`config.mk`:
```
export PLATFORM = sky130hd
export DESIGN_NAME = kmeans_input_loader_flat
export DESIGN_NICKNAME = d
export VERILOG_FILES = /design/src/rtl/kmeans_pkg.sv /design/src/rtl/kmeans_input_loader_if.sv /design/src/rtl/kmeans_input_loader.sv /design/src/flat_wrapper.sv
export SDC_FILE = /design/constraint.sdc
export NUM_CORES = 1
export LEC_CHECK = 0
export ABC_CLOCK_PERIOD_IN_PS = 9100
export CAP_MARGIN = 25
export CORE_MARGIN = 4
export CORE_UTILIZATION = 30
export CTS_CLUSTER_SIZE = 8
export DETAILED_ROUTE_END_ITERATION = 10
export PLACE_DENSITY = 0.61
export SYNTH_ARGS = -nofsm -noshare
export SYNTH_HDL_FRONTEND = slang
export SYNTH_SLANG_ARGS = --single-unit
```
`constraint.sdc`:
```
create_clock -name clk -period 9.1 [get_ports clk]
set_input_delay 0.91 -clock clk [delete_from_list [all_inputs] [get_ports clk]]
set_output_delay 0.91 -clock clk [all_outputs]
set_load 0.05 [all_outputs]
```
`src/rtl/kmeans_pkg.sv`:
```
// Shared K-means parameters, loader state encoding and the point-row address helper.
package kmeans_pkg;

   localparam int DATA_W     = 13;
   localparam int DIM        = 14;
   localparam int NUM_CENT   = 4;
   localparam int MAX_POINTS = 256;
   localparam int MAT_AW     = 12;
   localparam int CENT_AW    = 6;

   typedef enum logic [2:0] {
      IDLE,
      HDR,
      CENT,
      PTS,
      GO,
      WAIT,
      ERR
   } loader_state_e;

   // Base matrix address of a point row. Point indices are < MAX_POINTS once
   // validated, so the product fits in MAT_AW bits.
   function automatic logic [MAT_AW-1:0] row_base(input logic [DATA_W-1:0] idx);
      logic [MAT_AW-1:0] i;
      i = idx[MAT_AW-1:0];
      return i * MAT_AW'(DIM);
   endfunction

endpackage

```
`src/rtl/kmeans_input_loader_if.sv`:
```
// Job word stream into the K-means loader.
// A word moves on a rising edge where s_valid && s_ready; s_data/s_last stay stable while s_valid waits.
interface kmeans_input_loader_if;
   import kmeans_pkg::*;

   logic              s_valid;
   logic              s_ready;
   logic [DATA_W-1:0] s_data;
   logic              s_last;

   modport master (output s_valid, output s_data, output s_last, input s_ready);
   modport slave  (input s_valid, input s_data, input s_last, output s_ready);

endinterface

```
`src/rtl/kmeans_input_loader.sv`:
```
// Loads one K-means job (header, centroids, points) from a word stream into core storage,
// then starts the core and waits for it to finish.
module kmeans_input_loader
   import kmeans_pkg::*;
(
   input  logic                 clk,
   input  logic                 rst,
   kmeans_input_loader_if.slave strm,
   output logic                 mat_we,
   output logic [MAT_AW-1:0]    mat_addr,
   output logic [DATA_W-1:0]    mat_wdata,
   output logic                 cent_we,
   output logic [CENT_AW-1:0]   cent_addr,
   output logic [DATA_W-1:0]    cent_wdata,
   output logic [DATA_W-1:0]    threshold,
   output logic [DATA_W-1:0]    first_point_index,
   output logic [DATA_W-1:0]    last_point_index,
   output logic                 go,
   input  logic                 core_done,
   output logic                 err,
   output loader_state_e        dbg_state
);

   localparam logic [CENT_AW-1:0] HDR_LAST  = CENT_AW'(2);
   localparam logic [CENT_AW-1:0] CENT_LAST = CENT_AW'(NUM_CENT*DIM-1);
   localparam logic [DATA_W-1:0]  MAX_PTS_D = DATA_W'(MAX_POINTS);
   localparam logic [MAT_AW-1:0]  DIM_M     = MAT_AW'(DIM);

   loader_state_e      state, state_next;
   logic [CENT_AW-1:0] cnt;
   logic [MAT_AW-1:0]  addr;
   logic [MAT_AW-1:0]  pts_end;
   logic               ready;
   logic               xfer;
   logic               hdr_bad;
   logic               wr_cent;
   logic               wr_mat;
   logic               set_err;
   logic               clr_err;

   assign strm.s_ready = ready;
   assign dbg_state    = state;
   assign xfer         = strm.s_valid && ready;
   assign hdr_bad      = (strm.s_data < first_point_index) || (strm.s_data >= MAX_PTS_D);
   assign pts_end      = row_base(last_point_index) + DIM_M - MAT_AW'(1);

   // A framing error on a word that carries s_last has already ended the job's
   // stream, so it returns straight to IDLE instead of draining into the next job.
   always_comb begin
      state_next = state;
      ready      = 1'b0;
      wr_cent    = 1'b0;
      wr_mat     = 1'b0;
      set_err    = 1'b0;
      clr_err    = 1'b0;
      case (state)
         IDLE: state_next = HDR;
         HDR: begin
            ready = 1'b1;
            if (xfer) begin
               if (cnt == HDR_LAST) begin
                  if (hdr_bad || strm.s_last) begin
                     set_err    = 1'b1;
                     state_next = strm.s_last ? IDLE : ERR;
                  end else begin
                     clr_err    = 1'b1;
                     state_next = CENT;
                  end
               end else if (strm.s_last) begin
                  set_err    = 1'b1;
                  state_next = IDLE;
               end
            end
         end
         CENT: begin
            ready = 1'b1;
            if (xfer) begin
               if (strm.s_last) begin
                  set_err    = 1'b1;
                  state_next = IDLE;
               end else begin
                  wr_cent = 1'b1;
                  if (cnt == CENT_LAST) state_next = PTS;
               end
            end
         end
         PTS: begin
            ready = 1'b1;
            if (xfer) begin
               if (addr == pts_end) begin
                  if (strm.s_last) begin
                     wr_mat     = 1'b1;
                     state_next = GO;
                  end else begin
                     set_err    = 1'b1;
                     state_next = ERR;
                  end
               end else if (strm.s_last) begin
                  set_err    = 1'b1;
                  state_next = IDLE;
               end else begin
                  wr_mat = 1'b1;
               end
            end
         end
         GO:   state_next = WAIT;
         WAIT: if (core_done) state_next = IDLE;
         ERR: begin
            ready = 1'b1;
            if (xfer && strm.s_last) state_next = IDLE;
         end
         default: state_next = IDLE;
      endcase
   end

   always_ff @(posedge clk or posedge rst) begin
      if (rst) begin
         state <= IDLE;
         cnt   <= '0;
         addr  <= '0;
      end else begin
         state <= state_next;
         if (state_next != state) cnt <= '0;
         else if (xfer)           cnt <= cnt + CENT_AW'(1);
         if (state == HDR && xfer && cnt == HDR_LAST) addr <= row_base(first_point_index);
         else if (wr_mat)                             addr <= addr + MAT_AW'(1);
      end
   end

   // Header latches only move while a header is being received.
   always_ff @(posedge clk or posedge rst) begin
      if (rst) begin
         threshold         <= '0;
         first_point_index <= '0;
         last_point_index  <= '0;
         err               <= 1'b0;
         go                <= 1'b0;
      end else begin
         if (state == HDR && xfer) begin
            if (cnt == CENT_AW'(0)) threshold         <= strm.s_data;
            if (cnt == CENT_AW'(1)) first_point_index <= strm.s_data;
            if (cnt == HDR_LAST)    last_point_index  <= strm.s_data;
         end
         if (set_err)      err <= 1'b1;
         else if (clr_err) err <= 1'b0;
         go <= (state == GO);
      end
   end

   always_ff @(posedge clk or posedge rst) begin
      if (rst) begin
         mat_we     <= 1'b0;
         mat_addr   <= '0;
         mat_wdata  <= '0;
         cent_we    <= 1'b0;
         cent_addr  <= '0;
         cent_wdata <= '0;
      end else begin
         mat_we  <= wr_mat;
         cent_we <= wr_cent;
         if (wr_mat) begin
            mat_addr  <= addr;
            mat_wdata <= strm.s_data;
         end
         if (wr_cent) begin
            cent_addr  <= cnt;
            cent_wdata <= strm.s_data;
         end
      end
   end

endmodule

```
`src/flat_wrapper.sv`:
```
// flat-port wrapper written by rule: the top's interface ports become plain ports
module kmeans_input_loader_flat import kmeans_pkg::*;
  (clk, rst, mat_we, mat_addr, mat_wdata, cent_we, cent_addr, cent_wdata, threshold, first_point_index, last_point_index, go, core_done, err, dbg_state, strm_s_valid, strm_s_data, strm_s_last, strm_s_ready);
  kmeans_input_loader_if strm_i ();
  input  logic clk;
  input  logic rst;
  output logic mat_we;
  output logic [MAT_AW-1:0] mat_addr;
  output logic [DATA_W-1:0] mat_wdata;
  output logic cent_we;
  output logic [CENT_AW-1:0] cent_addr;
  output logic [DATA_W-1:0] cent_wdata;
  output logic [DATA_W-1:0] threshold;
  output logic [DATA_W-1:0] first_point_index;
  output logic [DATA_W-1:0] last_point_index;
  output logic go;
  input  logic core_done;
  output logic err;
  output loader_state_e dbg_state;
  input wire logic [$bits(strm_i.s_valid)-1:0] strm_s_valid;
  input wire logic [$bits(strm_i.s_data)-1:0] strm_s_data;
  input wire logic [$bits(strm_i.s_last)-1:0] strm_s_last;
  output wire logic [$bits(strm_i.s_ready)-1:0] strm_s_ready;
  assign strm_i.s_valid = strm_s_valid;
  assign strm_i.s_data = strm_s_data;
  assign strm_i.s_last = strm_s_last;
  assign strm_s_ready = strm_i.s_ready;
  kmeans_input_loader u_core (.clk(clk), .rst(rst), .strm(strm_i), .mat_we(mat_we), .mat_addr(mat_addr), .mat_wdata(mat_wdata), .cent_we(cent_we), .cent_addr(cent_addr), .cent_wdata(cent_wdata), .threshold(threshold), .first_point_index(first_point_index), .last_point_index(last_point_index), .go(go), .core_done(core_done), .err(err), .dbg_state(dbg_state));
endmodule
```
==> impl_metrics.toml <==
[run_status]
status = "complete, no violations"

[cts]
hold_buffers = 0
cts_sinks = 108
cts_tree = "done"
postCtsResizedCells = 0
root_buffer = "clkbuf_16"
htree_levels = 3
clkSlewWorstSetupHoldPaths_ps = 70
postCtsSetupBuffers = 0
cts.path.max_buffers = 2
insertion_delay_ps = 360
cts_inserted_buffers = 9

[yosys]
synth-compound-area-share_pct = 7.88
synth_nets = 715
synthCells = 643
synthFlopType = "dfrtp_1"
synth-adder-area-share_pct = 12.9
syn_area_um2 = 6310
synth_xor_area_share_pct = 7.92
syn-mean-instance-area_um2 = 9.81
ys_types = 58
async_flop_share_pct = 100
synth-edff-count = 0
yosysSeqAreaShare_pct = 42.8
synth_top_family_by_area = "simple AND/OR/NAND/NOR gates"
yosysWarnings = 0
synth-seq-cells = 108
synthMuxAreaShare_pct = 6.05
yosys.area_share.simple_pct = 18.4

[cells_and_area]
regArea_um2 = 2700
layout-drive-gt1-share_pct = 8.47
fillers = 2097
insertedDiodeCount = 0
area_growth_pct = 26.1
multi_input_area_um2 = 3350
layout.nets = 812
layout_common_cells = "nand2_1 (174), clkdlybuf4s50_1 (108), dfrtp_1 (108)"
final_common_cell = "nand2_1"

[sta]
worst_slew_pin_slew_ps = 964
fmax_mhz = 192
relSlewSlack_pct = 35.6
finalCriticalPeriod_ps = 5220
finClkSkew_ps = 9.97
maxSlewViolCount = 0
hold_viol_final = 0
finalSetupTns_ps = 0
post-route-period-util_pct = 57.3
rsz0062_at_grt = "false"
setup_viol = 0

[grt]
antenna_found_initial = 0
grt_max_degree = 65
grt_pass1_wl_mm = 26.7
grt_pass1_vias = 4765
gr-total-overflow = 0
grt_usage_pct = 14.1

[floorplan]
io_pins = 109
die_w_um = 153
die_h_um = 153
start_util_pct = 30.9
rows = 52
coreArea_um2 = 20400
die_area_um2 = 23400

[detailed_routing]
drt-initial-drc-count = 171
wirelength_mm = 16.3
vias = 4736
drt-vias-per-instance = 4.67
drc = 0
postRouteAntennaNets = 0
first_pass_iters = 4
routedWlPerCell_um = 16.1

[place]
io_buffers = 108
dp_hpwl_mm = 12.2
gp_congestion = 0.818

[worst_setup_path]
critPathCaptureType = "flop"
rrSetupSlack_ps = 3880
cp-start-kind = "flop"
crit_required_ps = 9290
reg2reg_to = "u_core.addr[1]"
ff2ff_path_depth = 17
cp_data_arrival_time_ps = 5410
critPathMaxFanout = 21
critical_path_class = "reg -> reg"
r2r_start = "u_core.last_point_index[0]"

[hold_path]
worstHoldStart = "u_core.mat_addr[9]"
whs_endpoint = "u_core.mat_addr[9]"
hold_class = "reg -> reg"
hold_depth = 2

[flow_run]
cap_violations = 0
## critical path: stages, from the launching register on
cell and delay (ps):
dfrtp_1 450, fa_1 560, ha_1 190, inv_1 70
fa_1 520, or3_1 380, a2111o_1 280, a211oi_1 340
nand3_1 160, xor2_1 170, nand3_1 160, a211oi_4 290
xor2_2 360, or2_1 410, buf_4 330, inv_4 150
mux2i_1 160, a21oi_1 80
## layer usage
layer | global-route usage, % | part of all wire [%]
met1 | 19.4 | 47
met4 | 4.54 | 2.1
met3 | 3.93 | 5.5
met5 | 0 | 0
met2 | 21.6 | 45
## final cells by class
| class | instances | area share, % |
|---|---|---|
| clock buffers | 11 | 2.93 |
| multi-input cells | 477 | 42.1 |
| repair buffers | 112 | 14.2 |
| inverters | 32 | 1.57 |
| clock inverters | 4 | 0.928 |
| well taps | 270 | 4.25 |
| flip-flops and latches | 108 | 34.0 |
## kinds of logic after synthesis
family | count (synthesis)
xor gates and xnor gates | 52
AOI/OAI and AO/OA | 77
adders and majority gates | 54
muxes | 34
buffers and inverters | 58
DFF | 108
and+or+nand+nor | 260
## worst max-delay path by stage
stage	start	end	slack [ps]	cells past startpoint
floorplan	u_core.last_point_index[2]	u_core.addr[4]	4440	17
global placement	u_core.last_point_index[0]	u_core.addr[1]	3990	17
detailed placement	u_core.last_point_index[0]	u_core.addr[1]	3870	17
CTS	u_core.last_point_index[0]	u_core.addr[1]	3840	17
global route	u_core.last_point_index[0]	u_core.addr[1]	3440	17
finish	u_core.last_point_index[0]	u_core.addr[1]	3880	17
## sequential cells by signal (all words and copies together) (netlist names), 6 cells and up
signal	flops
u_core.mat_addr	12
u_core.last_point_index	13
u_core.cent_addr	6
u_core.addr	12
u_core.first_point_index	13
u_core.cent_wdata	13
u_core.threshold	13
u_core.mat_wdata	13
u_core.cnt	6
## stage by stage
stage	instance area [um^2]	worst slack (ps)	hold slack, ps	utilization (%)	instances
2_1_floorplan	6310	4440	489	-	643
3_3_place_gp	7620	3990	459	37.3	998
3_5_place_dp	7620	3870	462	37.3	998
4_1_cts	7930	3840	480	38.8	1013
5_1_grt	7950	3440	512	38.9	1014
6_report	7950	3880	473	38.9	1014
## cells in the mapped netlist (7+ instances only)
library cell,n,area share (%)
a21o_1,8,0.95
a21oi_1,27,2.1
clkbuf_1,17,1.0
dfrtp_1,108,43
fa_1,18,5.7
ha_1,36,7.1
inv_1,30,1.8
mux2_2,33,5.9
nand2_1,174,10
nand3_1,13,1.0
nor2_1,19,1.1
nor3_1,9,0.71
o21ai_0,15,1.2
or3_1,7,0.69
xnor2_1,36,5.0
xor2_1,12,1.7
Power is not shown: default switching activity piles up to over one toggle a cycle in this logic, so the estimate is an artifact.
